File: src/rtl/serial_mag_comp.sv
// Bit-serial unsigned magnitude comparator: walks operand bits MSB-first,
// stopping at the first differing bit, and reports one-hot l/g/e with a done pulse.
module serial_mag_comp #(
    parameter int WIDTH = 8
) (
    input  logic             clk,
    input  logic             rst,
    input  logic             start,
    input  logic [WIDTH-1:0] a,
    input  logic [WIDTH-1:0] b,
    output logic             busy,
    output logic             done,
    output logic             l,
    output logic             g,
    output logic             e
);

    localparam int IDX_W = (WIDTH > 1) ? $clog2(WIDTH) : 1;

    typedef enum logic [1:0] {
        IDLE  = 2'd0,
        SHIFT = 2'd1,
        DONE  = 2'd2
    } state_t;

    state_t           state, state_nxt;
    logic [WIDTH-1:0] a_p0, b_p0, a_nxt, b_nxt;
    logic [IDX_W-1:0] idx_p0, idx_nxt;
    logic             l_nxt, g_nxt, e_nxt;
    logic             ai, bi;
    logic [2:0]       bit_res;

    // Returns {lt, gt, eq} for a single bit pair.
    function automatic logic [2:0] bit_cmp(input logic x, input logic y);
        bit_cmp = {~x & y, x & ~y, ~(x ^ y)};
    endfunction

    assign ai      = a_p0[idx_p0];
    assign bi      = b_p0[idx_p0];
    assign bit_res = bit_cmp(ai, bi);

    always_comb begin
        state_nxt = state;
        a_nxt     = a_p0;
        b_nxt     = b_p0;
        idx_nxt   = idx_p0;
        l_nxt     = l;
        g_nxt     = g;
        e_nxt     = e;
        case (state)
            IDLE: begin
                if (start) begin
                    a_nxt     = a;
                    b_nxt     = b;
                    idx_nxt   = IDX_W'(WIDTH - 1);
                    l_nxt     = 1'b0;
                    g_nxt     = 1'b0;
                    e_nxt     = 1'b0;
                    state_nxt = SHIFT;
                end
            end
            SHIFT: begin
                if (bit_res[2]) begin
                    l_nxt     = 1'b1;
                    state_nxt = DONE;
                end else if (bit_res[1]) begin
                    g_nxt     = 1'b1;
                    state_nxt = DONE;
                end else if (idx_p0 == '0) begin
                    // All bits matched down to the LSB.
                    e_nxt     = 1'b1;
                    state_nxt = DONE;
                end else begin
                    idx_nxt = idx_p0 - IDX_W'(1);
                end
            end
            DONE: begin
                state_nxt = IDLE;
            end
            default: begin
                state_nxt = IDLE;
            end
        endcase
    end

    // busy/done are registered copies derived from the next state so they
    // line up exactly with the state register.
    always_ff @(posedge clk) begin
        if (rst) begin
            state  <= IDLE;
            a_p0   <= '0;
            b_p0   <= '0;
            idx_p0 <= '0;
            l      <= 1'b0;
            g      <= 1'b0;
            e      <= 1'b0;
            busy   <= 1'b0;
            done   <= 1'b0;
        end else begin
            state  <= state_nxt;
            a_p0   <= a_nxt;
            b_p0   <= b_nxt;
            idx_p0 <= idx_nxt;
            l      <= l_nxt;
            g      <= g_nxt;
            e      <= e_nxt;
            busy   <= (state_nxt != IDLE);
            done   <= (state_nxt == DONE);
        end
    end

endmodule

File: config.mk
export PLATFORM = sky130hd
export DESIGN_NAME = serial_mag_comp
export DESIGN_NICKNAME = d
export VERILOG_FILES = /design/src/rtl/serial_mag_comp.sv
export SDC_FILE = /design/constraint.sdc
export NUM_CORES = 1
export LEC_CHECK = 0
export BUFFER_PORTS_ARGS = -buffer_cell sky130_fd_sc_hd__buf_2
export CORE_AREA = 2 2 55 52
export DETAILED_ROUTE_END_ITERATION = 12
export DIE_AREA = 0 0 57 54
export GPL_TIMING_DRIVEN = 0
export PLACE_DENSITY = 0.66
export SETUP_SLACK_MARGIN = 0.3
export SYNTH_ARGS = -nofsm -noshare
export SYNTH_HDL_FRONTEND = slang
export SYNTH_SLANG_ARGS = --single-unit
File: constraint.sdc
create_clock -name clk -period 2 [get_ports clk]
set_input_delay 0.1 -clock clk [delete_from_list [all_inputs] [get_ports clk]]
set_output_delay 0.1 -clock clk [all_outputs]
set_load 0.005 [all_outputs]
; ---- Word level (Yosys, flattened, before mapping)
; Index checks and enable logic that the tools add are counted.
[totals]
input_bits = 19
ff_bits = 26
word_cells = 57
out_inout_bits = 5
[classes]
n_mux = 24
reduce_logical = 9
order_cmp = 1
n_bitwise = 4
n_eq_ne = 9
addsub = 1
[op_table]
columns = cell, count
row1 = $ne 2x2->1 const B, 7
row2 = $mux 3, 4
row3 = $reduce_and 5->1, 2
row4 = $mux 1, 9
row5 = $mux 2, 4
row6 = $bmux 1 s3, 2
row7 = $pmux 1 s2, 3
row8 = $pmux 3 s2, 1
row9 = $lt 3x4->1 const B, 1
row10 = $pmux 2 s2, 1
row11 = $reduce_and 4->1, 1
row12 = $reduce_bool 2->1, 2
row13 = $logic_not 3->1, 1
row14 = $reduce_and 3->1, 1
row15 = $sub 3x1->3 const B, 1
row16 = $and 1x1->1, 2
row17 = $eq 2x1->1 const B, 1
row18 = $eq 2x2->1 const B, 1
row19 = $logic_not 2->1, 1
row20 = $not 1->1, 2
row21 = $reduce_and 2->1, 1

; ---- Longest topological paths before layout
; Gate-level depths: netlist of run 1.
[logic_depth]
ltp_word = 8
ltp_mapped = 7
ltp_nobuf = 6

; ---- Worst setup path before layout of run 1
; Ideal clock, no wire load.
[synth_timing]
kind = register to register
start = reg idx_p0[0]
end = reg idx_p0[0]
setup_slack_ps = 126
path_stages_with_launch = 7
period_less_slack_ps = 1874
setup_time_ps = 91
n_path_buf = 1
t_required_ps = 1909
arrival_time_ps = 1783
path_cell_list = dfxtp_1 -> buf_6 -> mux4_2 -> mux2_2 -> xor2_4 -> a211oi_1 -> a311oi_1
[synth_between]
elab_chain_cells = 6
word_cells_on_any_way = 18
cone_classes = add/sub (1) / eq/ne (3) / mux (8) / bitwise (4) / reduce/logical (2)
[synth_rtl]
columns = item, line_no
row1 = start: declaration, 28  ; logic [IDX_W-1:0] idx_p0, idx_nxt;
row2 = start signal: assignment, 103  ; idx_p0 <= idx_nxt;
row3 = $bmux 1 s3 (on tied branches), "39, 38"
row4 = $mux 1 (on tied branches), "39, 38"
row5 = $not 1->1, 35  ; bit_cmp = {~x & y, x & ~y, ~(x ^ y)};
row6 = $and 1x1->1, 35
row7 = $ne 2x2->1 (no source line), --
row8 = $reduce_and 5->1 (no source line), --
; Parallel ways exist; a longest one is shown, timed or not. The select of a mux whose other input is x is not followed.
; A chain may end at the register's enable or synchronous reset.

; ---- Final worst setup path of run 1
[layout_timing]
start = reg idx_p0[0]
end = reg idx_p0[2]
; The elaborated chain is that of the path after synthesis.

==> results of run 1 <==
sequential cells by signal, summed over array words and instances, names as in the netlist:
register	count
a_p0	8
state	2
busy	1
b_p0	8
g	1
idx_p0	3
e	1
l	1
done	1
how the worst min path moves through the flow:
stage	startpoint	slack (ns)	cells after the start	end
after floorplan	a[0]	0.24	2	a_p0[0]$_SDFFE_PP0P_
after global placement	a[2]	0.34	3	a_p0[2]$_SDFFE_PP0P_
after detailed placement	b[1]	0.35	3	b_p0[1]$_SDFFE_PP0P_
after CTS	b[1]	0.002	3	b_p0[1]$_SDFFE_PP0P_
after global routing	b[7]	0.002	3	b_p0[7]$_SDFFE_PP0P_
final	a[0]	-0.0006	3	a_p0[0]$_SDFFE_PP0P_
metrics by stage:
| stage | utilization (%) | setup WS (ns) | instances | hold slack, ns |
|---|---|---|---|---|
| after global placement | 49.7 | -0.00438 | 174 | 0.341 |
| after floorplan | - | 0.161 | 122 | 0.236 |
| final | 56.5 | 0.0375 | 191 | -0.000626 |
| after CTS | 52.0 | 0.0478 | 180 | 0.00156 |
| after detailed placement | 49.7 | -0.0116 | 174 | 0.347 |
| after global routing | 56.5 | -0.0524 | 191 | 0.00172 |
power groups by stage:
stage / sequential [mW] / clock [mW] / combinational (mW)
global route: 0.600 / 0.249 / 0.445
CTS: 0.591 / 0.219 / 0.351
detailed placement: 0.603 / 0 / 0.324
finish: 0.591 / 0.216 / 0.402
global placement: 0.601 / 0 / 0.317
floorplan: 0.599 / 0 / 0.250
Yosys cell counts, drive strengths merged:
cell	number	share of area, %
mux2	1	1.0
nand4	1	0.56
a21oi	20	9.0
nand2b	2	1.1
a41o	1	0.90
dfxtp	26	47
a211oi	4	2.7
nor3	2	0.90
buf	2	1.5
clkbuf	7	2.4
a32oi	1	0.79
a31oi	1	0.56
nor2	5	1.7
inv	2	0.67
and2	1	0.56
xor2	1	2.5
nand2	34	11
mux4	4	8.1
a311oi	2	1.6
nor2b	2	1.1
mux2i	1	2.0
ha	2	2.2
worst min-delay path: stages:
cell     delay (ns)
buf_2          0.10
nand2_1        0.04
a21oi_1        0.05
cell families after synthesis:
kind of cell / synth area share, %
compound gates: 15.5
mux: 11.1
flops: 46.7
buf+inv: 4.49
fa+ha+maj: 2.25
simple gates: 17.4
xor+xnor: 2.47
placed cells by master (no fill, tap or decap), types with 3 or more instances in the layout:
cell type,n
nand2_1,34
dfxtp_1,25
buf_2,23
a21oi_1,20
dlygate4sd3_1,7
clkbuf_1,6
nor2_1,5
mux4_2,4
clkbuf_4,3
buf_6,3
buf_4,3
layout make-up:
type,instances,area [µm²],area share [%]
clock buffers,3,22.5,1.55
inverters,2,7.51,0.517
flip-flops and latches,26,522,35.9
well taps,30,37.5,2.59
repair buffers,35,236,16.3
multi-input cells,86,578,39.8
plain buffers,9,47.5,3.28
timing repair:
item	4_1_cts	5_1_grt
setup buffers	2	4
pin swaps	5	3
hold endpoints to repair	0	7
hold buffers	0	7
cloned	1	0
resized for setup	2	4
setup endpoints to repair	9	9
per-layer routing:
metal | part of all wire (%) | vias to the layer above | GRT usage (%) | routed length, µm
met5 | 0 | - | 0 | 0
met4 | 1.7 | 0 | 8.14 | 38
met3 | 4.2 | 4 | 2.88 | 96
met2 | 47 | 20 | 28.5 | 1070
met1 | 47 | 430 | 21.9 | 1090
li1 | - | 503 | - | -
==> out/metrics.cfg, run 1 <==
[worst_setup_path]
worstReg2RegStart = idx_p0[0]$_SDFFE_PP0P_
crit_fanout = 7
cp_num_buf_inv = 2
crit_path_top_delay_cell = mux4_2
path_class = flop to flop
r2r-end = idx_p0[2]$_SDFFE_PP0P_
r2r_cells = 7
required_ns = 2.26
worstSetupPathDepth = 7
cp-endpoint = idx_p0[2]$_SDFFE_PP0P_
max_stage_delay_ns = 0.49
path_delay_family = multiplexers
critPathLaunchType = flop
rrSetupSlack_ns = 0.04
crit_arrival_ns = 2.22
end_kind = flop
crit_chain = buf_8 -> mux4_2 -> mux2_4 -> xor2_4 -> buf_6 -> a41o_1 -> a21oi_1
crit_start = idx_p0[0]$_SDFFE_PP0P_

[synthesis]
synth_cells = 122
ys_warn_count = 0
yosysUniqueCellTypes = 23
syn_area_mm2 = 0.00111
synth_seq_cells = 26
yosysSeqAreaShare_pct = 46.7
synth_area_per_cell_um2 = 9.13
synth_nets = 143

[place]
io_buffers = 22
gp_congestion = 0.742
dp_hpwl_mm = 1.62
place_area_mm2 = 0.00128

[grt]
globalRoute.totalOverflow = 0
antenna_found_initial = 0
grt_start_max_net_pins = 14
grt_pass1_vias = 856
grt_pass1_wl_mm = 3.93
grt_use_total_pct = 17.1

[power_and_ir_drop]
total_power_mw = 1.21
seq_power_share_pct = 48.9
cellPowerDensity_mw_per_mm2 = 834
peakVddDrop_uv = 515
combPwrFrac_pct = 33.2
p_leak_nw = 0.589
switchingPower_mw = 0.374
swShare_pct = 30.9
p_int_mw = 0.836
clkPwrFrac_pct = 17.9

[layout]
syn2layout_area_growth_pct = 30.3
drive_above_1_share_pct = 28.6
fillers = 260
fin_area_mm2 = 0.00145
diodes = 0
nets = 184

[drt]
drt_iter0_drc = 10
vias = 957
postRouteAntennaNets = 0
drt-total-wl_mm = 2.30
drcViolationCount = 0
drt_first_pass_iters = 4
wl_per_cell_um = 12.0
via_per_inst = 5.01

[floorplan]
die_h_um = 54
die_w_um = 57
io_pins = 24
die-area_mm2 = 0.00308
num_rows = 18
coreArea_mm2 = 0.00257
initial_utilization_pct = 43.4

[clock_tree]
path_clk_slew_ns = 0.13
cts_buffers = 3
clock-root-buffer = clkbuf_4
clkLatencyLatePin_ns = 0.32
cts_buffer_depth = 2
tritoncts = yes
clkSinkCount = 26
htree_num_levels = 1

[sta]
finalClockSkew_ns = 0.00835
setup_viol = 0
hold_viol = 1
post-route-min-period_ns = 1.96
fin_tns_setup_ns = 0
worst_slew_pin_slew_ns = 0.501
fmax_mhz = 510
rsz0062_at_grt = true
maxSlewHeadroom_pct = 66.6
whs_ns = -0.000626
period_share_pct = 98.1
finalMaxSlewViolations = 0

[flow_run]
cap_violations = 0

[run_status]
violations = negative hold slack
status = complete, but fails checks

[worst_hold_path]
hp-class = primary input to flop

No activity file was read; power rests on OpenSTA's default activity.
==> run 2: changes to the inputs <==
--- a/config.mk
+++ b/config.mk
@@ -11,6 +11,7 @@
 export DIE_AREA = 0 0 57 54
 export GPL_TIMING_DRIVEN = 0
 export PLACE_DENSITY = 0.66
+export RECOVER_POWER = 50
 export SETUP_SLACK_MARGIN = 0.3
 export SYNTH_ARGS = -nofsm -noshare
 export SYNTH_HDL_FRONTEND = slang
==> run 2 against run 1 <==
  * The flow still finishes with violations (negative hold slack)
  * Clock power hardly changed
  * Die area unchanged
  * Count of clock-buffer cells in the layout is the same
  * Via count grew 0.31%
  * Global-route usage unchanged
  * Hold slack barely moved
  * Register-to-register slack barely moved
  * Sequential share of layout area about the same
  * Sequential power about the same
  * Largest power group unchanged
==> out/metrics.cfg, run 2 (same netlist as run 1, synthesis figures left out) <==
[worst_hold_path]
hp-class = primary input to flop  ; unchanged
hold_end = a_p0[0]$_SDFFE_PP0P_  ; unchanged
worstHoldStart = a[0]  ; unchanged
holdPathStages = 3  ; unchanged

[worst_setup_path]
crit_path_top_delay_cell = mux4_2  ; unchanged
critPathLaunchType = flop  ; unchanged
worstReg2RegStart = idx_p0[0]$_SDFFE_PP0P_  ; unchanged
crit_start = idx_p0[0]$_SDFFE_PP0P_  ; unchanged
max_stage_delay_ns = 0.49  ; about the same
r2r_cells = 7  ; unchanged
crit_chain = buf_8 -> mux4_2 -> mux2_4 -> xor2_4 -> buf_6 -> a41o_1 -> a21oi_1  ; unchanged
path_class = flop to flop  ; unchanged
end_kind = flop  ; unchanged
r2r-end = idx_p0[2]$_SDFFE_PP0P_  ; unchanged
crit_arrival_ns = 2.22  ; about the same
crit_fanout = 7  ; unchanged
rrSetupSlack_ns = 0.04  ; about the same
required_ns = 2.26  ; about the same

[place]
pre_cts_ws_ns = -0.0116  ; unchanged
gp_congestion = 0.742  ; unchanged
io_buffers = 22  ; unchanged
place_inst = 174  ; unchanged
dp_hpwl_mm = 1.62  ; unchanged

[clock_tree]
htree_num_levels = 1  ; unchanged
clkLatencyLatePin_ns = 0.32  ; about the same
path_clk_slew_ns = 0.13  ; about the same
cts_buffers = 3  ; unchanged
cts_buffer_depth = 2  ; unchanged
clock-root-buffer = clkbuf_4  ; unchanged
clkSinkCount = 26  ; unchanged
tritoncts = yes  ; unchanged

[sta]
finalClockSkew_ns = 0.00869  ; was 0.00835 ns
post-route-min-period_ns = 1.96  ; about the same
period_share_pct = 98.1  ; about the same
hold_viol = 1  ; unchanged
fin_tns_setup_ns = 0  ; unchanged
maxSlewHeadroom_pct = 66.6  ; about the same
rsz0062_at_grt = true  ; unchanged
whs_ns = -0.00100  ; was -0.000626 ns
setup_viol = 0  ; unchanged
fmax_mhz = 510  ; about the same
finalMaxSlewViolations = 0  ; unchanged
setup_ws_ns = 0.0375  ; about the same
worst_slew_pin_slew_ns = 0.501  ; about the same

[drt]
drt_first_pass_iters = 4  ; unchanged
vias = 960  ; was 957
drt-total-wl_mm = 2.30  ; about the same
postRouteAntennaNets = 0  ; unchanged
drcViolationCount = 0  ; unchanged
via_per_inst = 5.03  ; was 5.01
drt_iter0_drc = 10  ; unchanged
wl_per_cell_um = 12.0  ; about the same

[floorplan]
num_rows = 18  ; unchanged
coreArea_mm2 = 0.00257  ; unchanged
die_w_um = 57  ; unchanged
initial_utilization_pct = 43.4  ; unchanged
die_h_um = 54  ; unchanged
io_pins = 24  ; unchanged
die-area_mm2 = 0.00308  ; unchanged

[layout]
final_cell_mix = nand2_1, dfxtp_1, buf_2  ; unchanged
syn2layout_area_growth_pct = 30.2  ; was 30.3%
final_common_cell = nand2_1  ; unchanged
diodes = 0  ; unchanged
stdcell_count = 191  ; unchanged
nets = 184  ; unchanged
drive_above_1_share_pct = 28.0  ; was 28.6%
largestRegisters = a_p0 (8), b_p0 (8), idx_p0 (3)  ; unchanged

[grt]
grt_use_total_pct = 17.1  ; unchanged
grt_pass1_wl_mm = 3.93  ; unchanged
grt_start_max_net_pins = 14  ; unchanged
antenna_found_initial = 0  ; unchanged
globalRoute.totalOverflow = 0  ; unchanged
grt_pass1_vias = 856  ; unchanged

[power_and_ir_drop]
p_leak_nw = 0.584  ; was 0.589 nW
peakVddDrop_uv = 515  ; about the same
cellPowerDensity_mw_per_mm2 = 834  ; about the same

[run_status]
status = complete, but fails checks  ; unchanged
violations = negative hold slack  ; unchanged

[flow_run]
cap_violations = 0  ; unchanged

==> run 2: cell types whose count changed in the layout (fill, tap and decap cells not counted) <==
cell / before / now
clkbuf_1: 6 / 7
buf_2: 23 / 22
and2_0: 0 / 1
and2_1: 1 / 0
==> run 2: power by group <==
group	internal, mW	leakage, nW	switching [mW]	total [mW]
logic	0.196	0.356	0.206	0.402
registers	0.569	0.214	0.0226	0.591
clock network	0.0705	0.0138	0.146	0.217
==> run 2: worst max path at each step <==
stage,to,slack [ns]
2_1_floorplan,idx_p0[0]$_SDFFE_PP0P_,0.16
3_3_place_gp,idx_p0[1]$_SDFFE_PP0P_,-0.004
3_5_place_dp,idx_p0[0]$_SDFFE_PP0P_,-0.01
4_1_cts,idx_p0[1]$_SDFFE_PP0P_,0.05
5_1_grt,idx_p0[0]$_SDFFE_PP0P_,-0.05
6_report,idx_p0[2]$_SDFFE_PP0P_,0.04
==> run 2: worst max-delay path, delay by kind of cell, from the launching register on <==
kind / cells / cell delay, ns
AO/OA/AOI/OAI: 2 / 0.30
XOR/XNOR: 1 / 0.18
buffers and inverters: 2 / 0.25
flip-flops: 1 / 0.35
multiplexers: 2 / 0.83
==> run 2: timing repair <==
action / in CTS / in global routing
hold endpoints to repair: 0 / 7
endpoints found under the setup margin: 9 / 9
setup buffers: 2 / 4
pin swaps: 5 / 3
hold buffers: 0 / 7
gates resized for setup: 2 / 4
cloned: 1 / 0
==> run 2: layout make-up <==
cell class	count	area [µm²]
flip-flops and latches	26	522
plain buffers	9	47.5
clock buffers	3	22.5
multi-input cells	86	578
fillers	260	1120
inverters	2	7.51
repair buffers	35	235
well taps	30	37.5
==> run 2: per-layer routing <==
| layer | global-route usage (%) | routed length [µm] | part of all wire, % |
|---|---|---|---|
| met4 | 8.14 | 38 | 1.7 |
| met1 | 21.9 | 1090 | 47 |
| met5 | 0 | 0 | 0 |
| met2 | 28.5 | 1070 | 47 |
| met3 | 2.88 | 96 | 4.2 |
==> run 2: stage by stage <==
stage	hold WS, ns	power, mW	util [%]	instance area [µm²]
global placement	0.341	0.918	49.7	1280
finish	-0.00100	1.21	56.5	1450
detailed placement	0.347	0.927	49.7	1280
global route	0.00172	1.29	56.5	1450
floorplan	0.236	0.849	-	1130
CTS	0.00156	1.16	52.0	1340
==> run 3: changes to the inputs <==
--- a/config.mk
+++ b/config.mk
@@ -5,12 +5,13 @@
 export SDC_FILE = /design/constraint.sdc
 export NUM_CORES = 1
 export LEC_CHECK = 0
+export ABC_AREA = 1
 export BUFFER_PORTS_ARGS = -buffer_cell sky130_fd_sc_hd__buf_2
-export CORE_AREA = 2 2 55 52
+export CORE_AREA = 2 2 57 53
 export DETAILED_ROUTE_END_ITERATION = 12
-export DIE_AREA = 0 0 57 54
+export DIE_AREA = 0 0 59 55
 export GPL_TIMING_DRIVEN = 0
-export PLACE_DENSITY = 0.66
+export PLACE_DENSITY = 0.68
 export RECOVER_POWER = 50
 export SETUP_SLACK_MARGIN = 0.3
 export SYNTH_ARGS = -nofsm -noshare
==> run 3 against run 2 <==
  * The flow now finishes without violations
  * Setup slack better by 0.45 ns
  * Clock skew is 0.0075 ns lower
  * Synthesized cell count increased by 42%
  * Critical endpoint is now idx_p0[1]$_SDFFE_PP0P_
==> out/metrics.cfg, run 3 <==
[grt]
globalRoute.totalOverflow = 0  ; unchanged
use_met1_pct = 24.8  ; was 21.9%
grt_use_total_pct = 18.9  ; was 17.1%
grt_pass1_wl_mm = 4.56  ; was 3.93 mm
grt_start_max_net_pins = 15  ; was 14
antenna_found_initial = 0  ; unchanged
grt_use_met3_pct = 2.79  ; was 2.88%
busiest_layer = met2  ; unchanged
grt_use_met2_pct = 32.4  ; was 28.5%
grt_pass1_vias = 1051  ; was 856

[sta]
fin_tns_setup_ns = 0  ; unchanged
worst_slew_pin_slew_ns = 0.417  ; was 0.501 ns
rsz0062_at_grt = false  ; was true
fmax_mhz = 663  ; was 510 MHz
setup_viol = 0  ; unchanged
post-route-min-period_ns = 1.51  ; was 1.96 ns
finalMaxSlewViolations = 0  ; unchanged
maxSlewHeadroom_pct = 72.2  ; was 66.6%
hold_viol = 0  ; was 1
period_share_pct = 75.5  ; was 98.1%
finalClockSkew_ns = 0.00118  ; was 0.00869 ns

[drt]
drt-total-wl_mm = 2.73  ; was 2.30 mm
wl_per_cell_um = 11.8  ; was 12.0 µm
drt_iter0_drc = 65  ; was 10
drt_first_pass_iters = 6  ; was 4
vias = 1141  ; was 960
postRouteAntennaNets = 0  ; unchanged
drcViolationCount = 0  ; unchanged
via_per_inst = 4.94  ; was 5.03

[synthesis]
syn_area_mm2 = 0.00122  ; was 0.00111 mm²
synth.top_cells.by_count = nand2_1, dfxtp_1, a21oi_1, inv_1, nand3_1  ; was nand2_1, dfxtp_1, a21oi_1, clkbuf_1, nor2_1
synth_area_per_cell_um2 = 7.07  ; was 9.13 µm²
yosysUniqueCellTypes = 18  ; was 23
synth_top_area_share_pct = 42.5  ; was 46.7%
yosys.cell_count.top_type = nand2_1  ; unchanged
yosysSeqAreaShare_pct = 42.5  ; was 46.7%
synth_nets = 194  ; was 143
synth_edf_count = 0  ; unchanged
ys_warn_count = 0  ; unchanged
ys.flop_type = dfxtp_1  ; unchanged
yosys.area.top_type = dfxtp_1  ; unchanged
synth_seq_cells = 26  ; unchanged
synth_cells = 173  ; was 122
async_flop_share_pct = 0  ; unchanged
synthTopCellsByArea = dfxtp_1, nand2_1, a21oi_1, nand3_1, o21ai_0  ; was dfxtp_1, nand2_1, a21oi_1, mux4_2, a211oi_1

[layout]
nets = 223  ; was 184
final_cell_mix = nand2_1, dfxtp_1, a21oi_1  ; was nand2_1, dfxtp_1, buf_2
syn2layout_area_growth_pct = 15.8  ; was 30.2%
drive_above_1_share_pct = 17.9  ; was 28.0%
largestRegisters = a_p0 (8), b_p0 (8), idx_p0 (3)  ; unchanged
final_common_cell = nand2_1  ; unchanged
fin_area_mm2 = 0.00142  ; was 0.00145 mm²
diodes = 0  ; unchanged

[clock_tree]
cts_buffers = 3  ; unchanged
cts_resized = 0  ; was 2
htree_num_levels = 1  ; unchanged
post_cts_buffers = 0  ; was 2
clkSinkCount = 26  ; unchanged
tritoncts = yes  ; unchanged
clkLatencyLatePin_ns = 0.33  ; was 0.32 ns
path_clk_slew_ns = 0.14  ; was 0.13 ns
cts_buffer_depth = 2  ; unchanged
clock-root-buffer = clkbuf_4  ; unchanged
cts_hold_buf = 1  ; was 0

[floorplan]
num_rows = 18  ; unchanged
die-area_mm2 = 0.00325  ; was 0.00308 mm²
io_pins = 24  ; unchanged
die_h_um = 55  ; was 54 µm
coreArea_mm2 = 0.00266  ; was 0.00257 mm²
die_w_um = 59  ; was 57 µm
initial_utilization_pct = 46.0  ; was 43.4%

[worst_hold_path]
hold_end = a_p0[6]$_SDFFE_PP0P_  ; was a_p0[0]$_SDFFE_PP0P_
holdPathStages = 3  ; unchanged
worstHoldStart = a[6]  ; was a[0]
hp-class = primary input to flop  ; unchanged

[power_and_ir_drop]
p_leak_nw = 0.685  ; was 0.584 nW
cellPowerDensity_mw_per_mm2 = 951  ; was 834 mW/mm²
peakVddDrop_uv = 420  ; was 515 µV

[worst_setup_path]
critPathLaunchType = flop  ; unchanged
r2r_cells = 6  ; was 7
crit_arrival_ns = 1.75  ; was 2.22 ns
worstReg2RegStart = idx_p0[1]$_SDFFE_PP0P_  ; was idx_p0[0]$_SDFFE_PP0P_
r2r-end = idx_p0[1]$_SDFFE_PP0P_  ; was idx_p0[2]$_SDFFE_PP0P_
path_class = flop to flop  ; unchanged
end_kind = flop  ; unchanged
rrSetupSlack_ns = 0.49  ; was 0.04 ns
required_ns = 2.24  ; was 2.26 ns
crit_fanout = 7  ; unchanged

[run_status]
status = finished clean  ; was complete, but fails checks

[place]
place_area_mm2 = 0.00138  ; was 0.00128 mm²
dp_hpwl_mm = 2.04  ; was 1.62 mm
io_buffers = 23  ; was 22
gp_congestion = 0.859  ; was 0.742

[flow_run]
cap_violations = 0  ; unchanged

==> run 3: changes by cell type after synthesis, sizes merged, moves of 5 or more <==
cell / change
nand2: +9
o21ai: +17
a21oi: +5
inv: +22
nand3: +20
==> run 3: worst max path at each step <==
stage	from	endpoint	slack, ns	cells after the start
6_report	idx_p0[1]$_SDFFE_PP0P_	idx_p0[1]$_SDFFE_PP0P_	0.49	6
5_1_grt	idx_p0[1]$_SDFFE_PP0P_	idx_p0[0]$_SDFFE_PP0P_	0.34	6
4_1_cts	idx_p0[1]$_SDFFE_PP0P_	idx_p0[1]$_SDFFE_PP0P_	0.47	6
3_5_place_dp	idx_p0[1]$_SDFFE_PP0P_	idx_p0[1]$_SDFFE_PP0P_	0.49	6
3_3_place_gp	idx_p0[1]$_SDFFE_PP0P_	idx_p0[2]$_SDFFE_PP0P_	0.52	6
2_1_floorplan	idx_p0[0]$_SDFFE_PP0P_	idx_p0[0]$_SDFFE_PP0P_	0.70	7
==> run 3: per-stage QoR <==
| step | hold slack (ns) | std cells | total power [mW] | util [%] | worst slack, ns |
|---|---|---|---|---|---|
| after floorplan | 0.169 | 173 | 0.977 | - | 0.703 |
| after global placement | 0.338 | 226 | 1.07 | 51.8 | 0.521 |
| after detailed placement | 0.337 | 226 | 1.09 | 51.8 | 0.495 |
| after CTS | 0.0403 | 231 | 1.36 | 53.5 | 0.474 |
| after global routing | 0.0386 | 231 | 1.45 | 53.3 | 0.336 |
| final | 0.0452 | 231 | 1.35 | 53.3 | 0.491 |
==> run 3: kinds of logic after synthesis <==
family / after synthesis / synth area share [%]
AOI/OAI and AO/OA: 42 / 17.5
adders and majority gates: 2 / 2.04
buffers and inverters: 31 / 10.8
DFF: 26 / 42.5
and+or+nand+nor: 72 / 27.1
==> run 3: cell type report <==
| type | count | area (µm²) |
|---|---|---|
| Buffer | 7 | 35.0 |
| Clock buffer | 4 | 36.3 |
| Fill cell | 278 | 1240 |
| Inverter | 24 | 97.6 |
| Multi-Input combinational cell | 116 | 571 |
| Sequential cell | 26 | 520 |
| Tap cell | 30 | 37.5 |
| Timing Repair Buffer | 24 | 120 |
==> run 3: report_power, final <==
part | switching [mW] | internal [mW]
registers | 0.0314 | 0.587
logic | 0.293 | 0.164
clock network | 0.161 | 0.112
==> run 3: metal layers <==
metal  vias up  wire [µm]  share of wire [%]
met2        30       1270                 47
li1        611          -                  -
met5         -          0                  0
met4         0         27               0.99
met3         3        129                4.7
met1       497       1300                 48
==> run 3: critical path: stages (launching register included) <==
cell and delay [ns]:
dfxtp_1 0.43, inv_1 0.18, ha_1 0.26, a21oi_2 0.22, nand3_4 0.13, a21oi_1 0.14
nor2_1 0.06
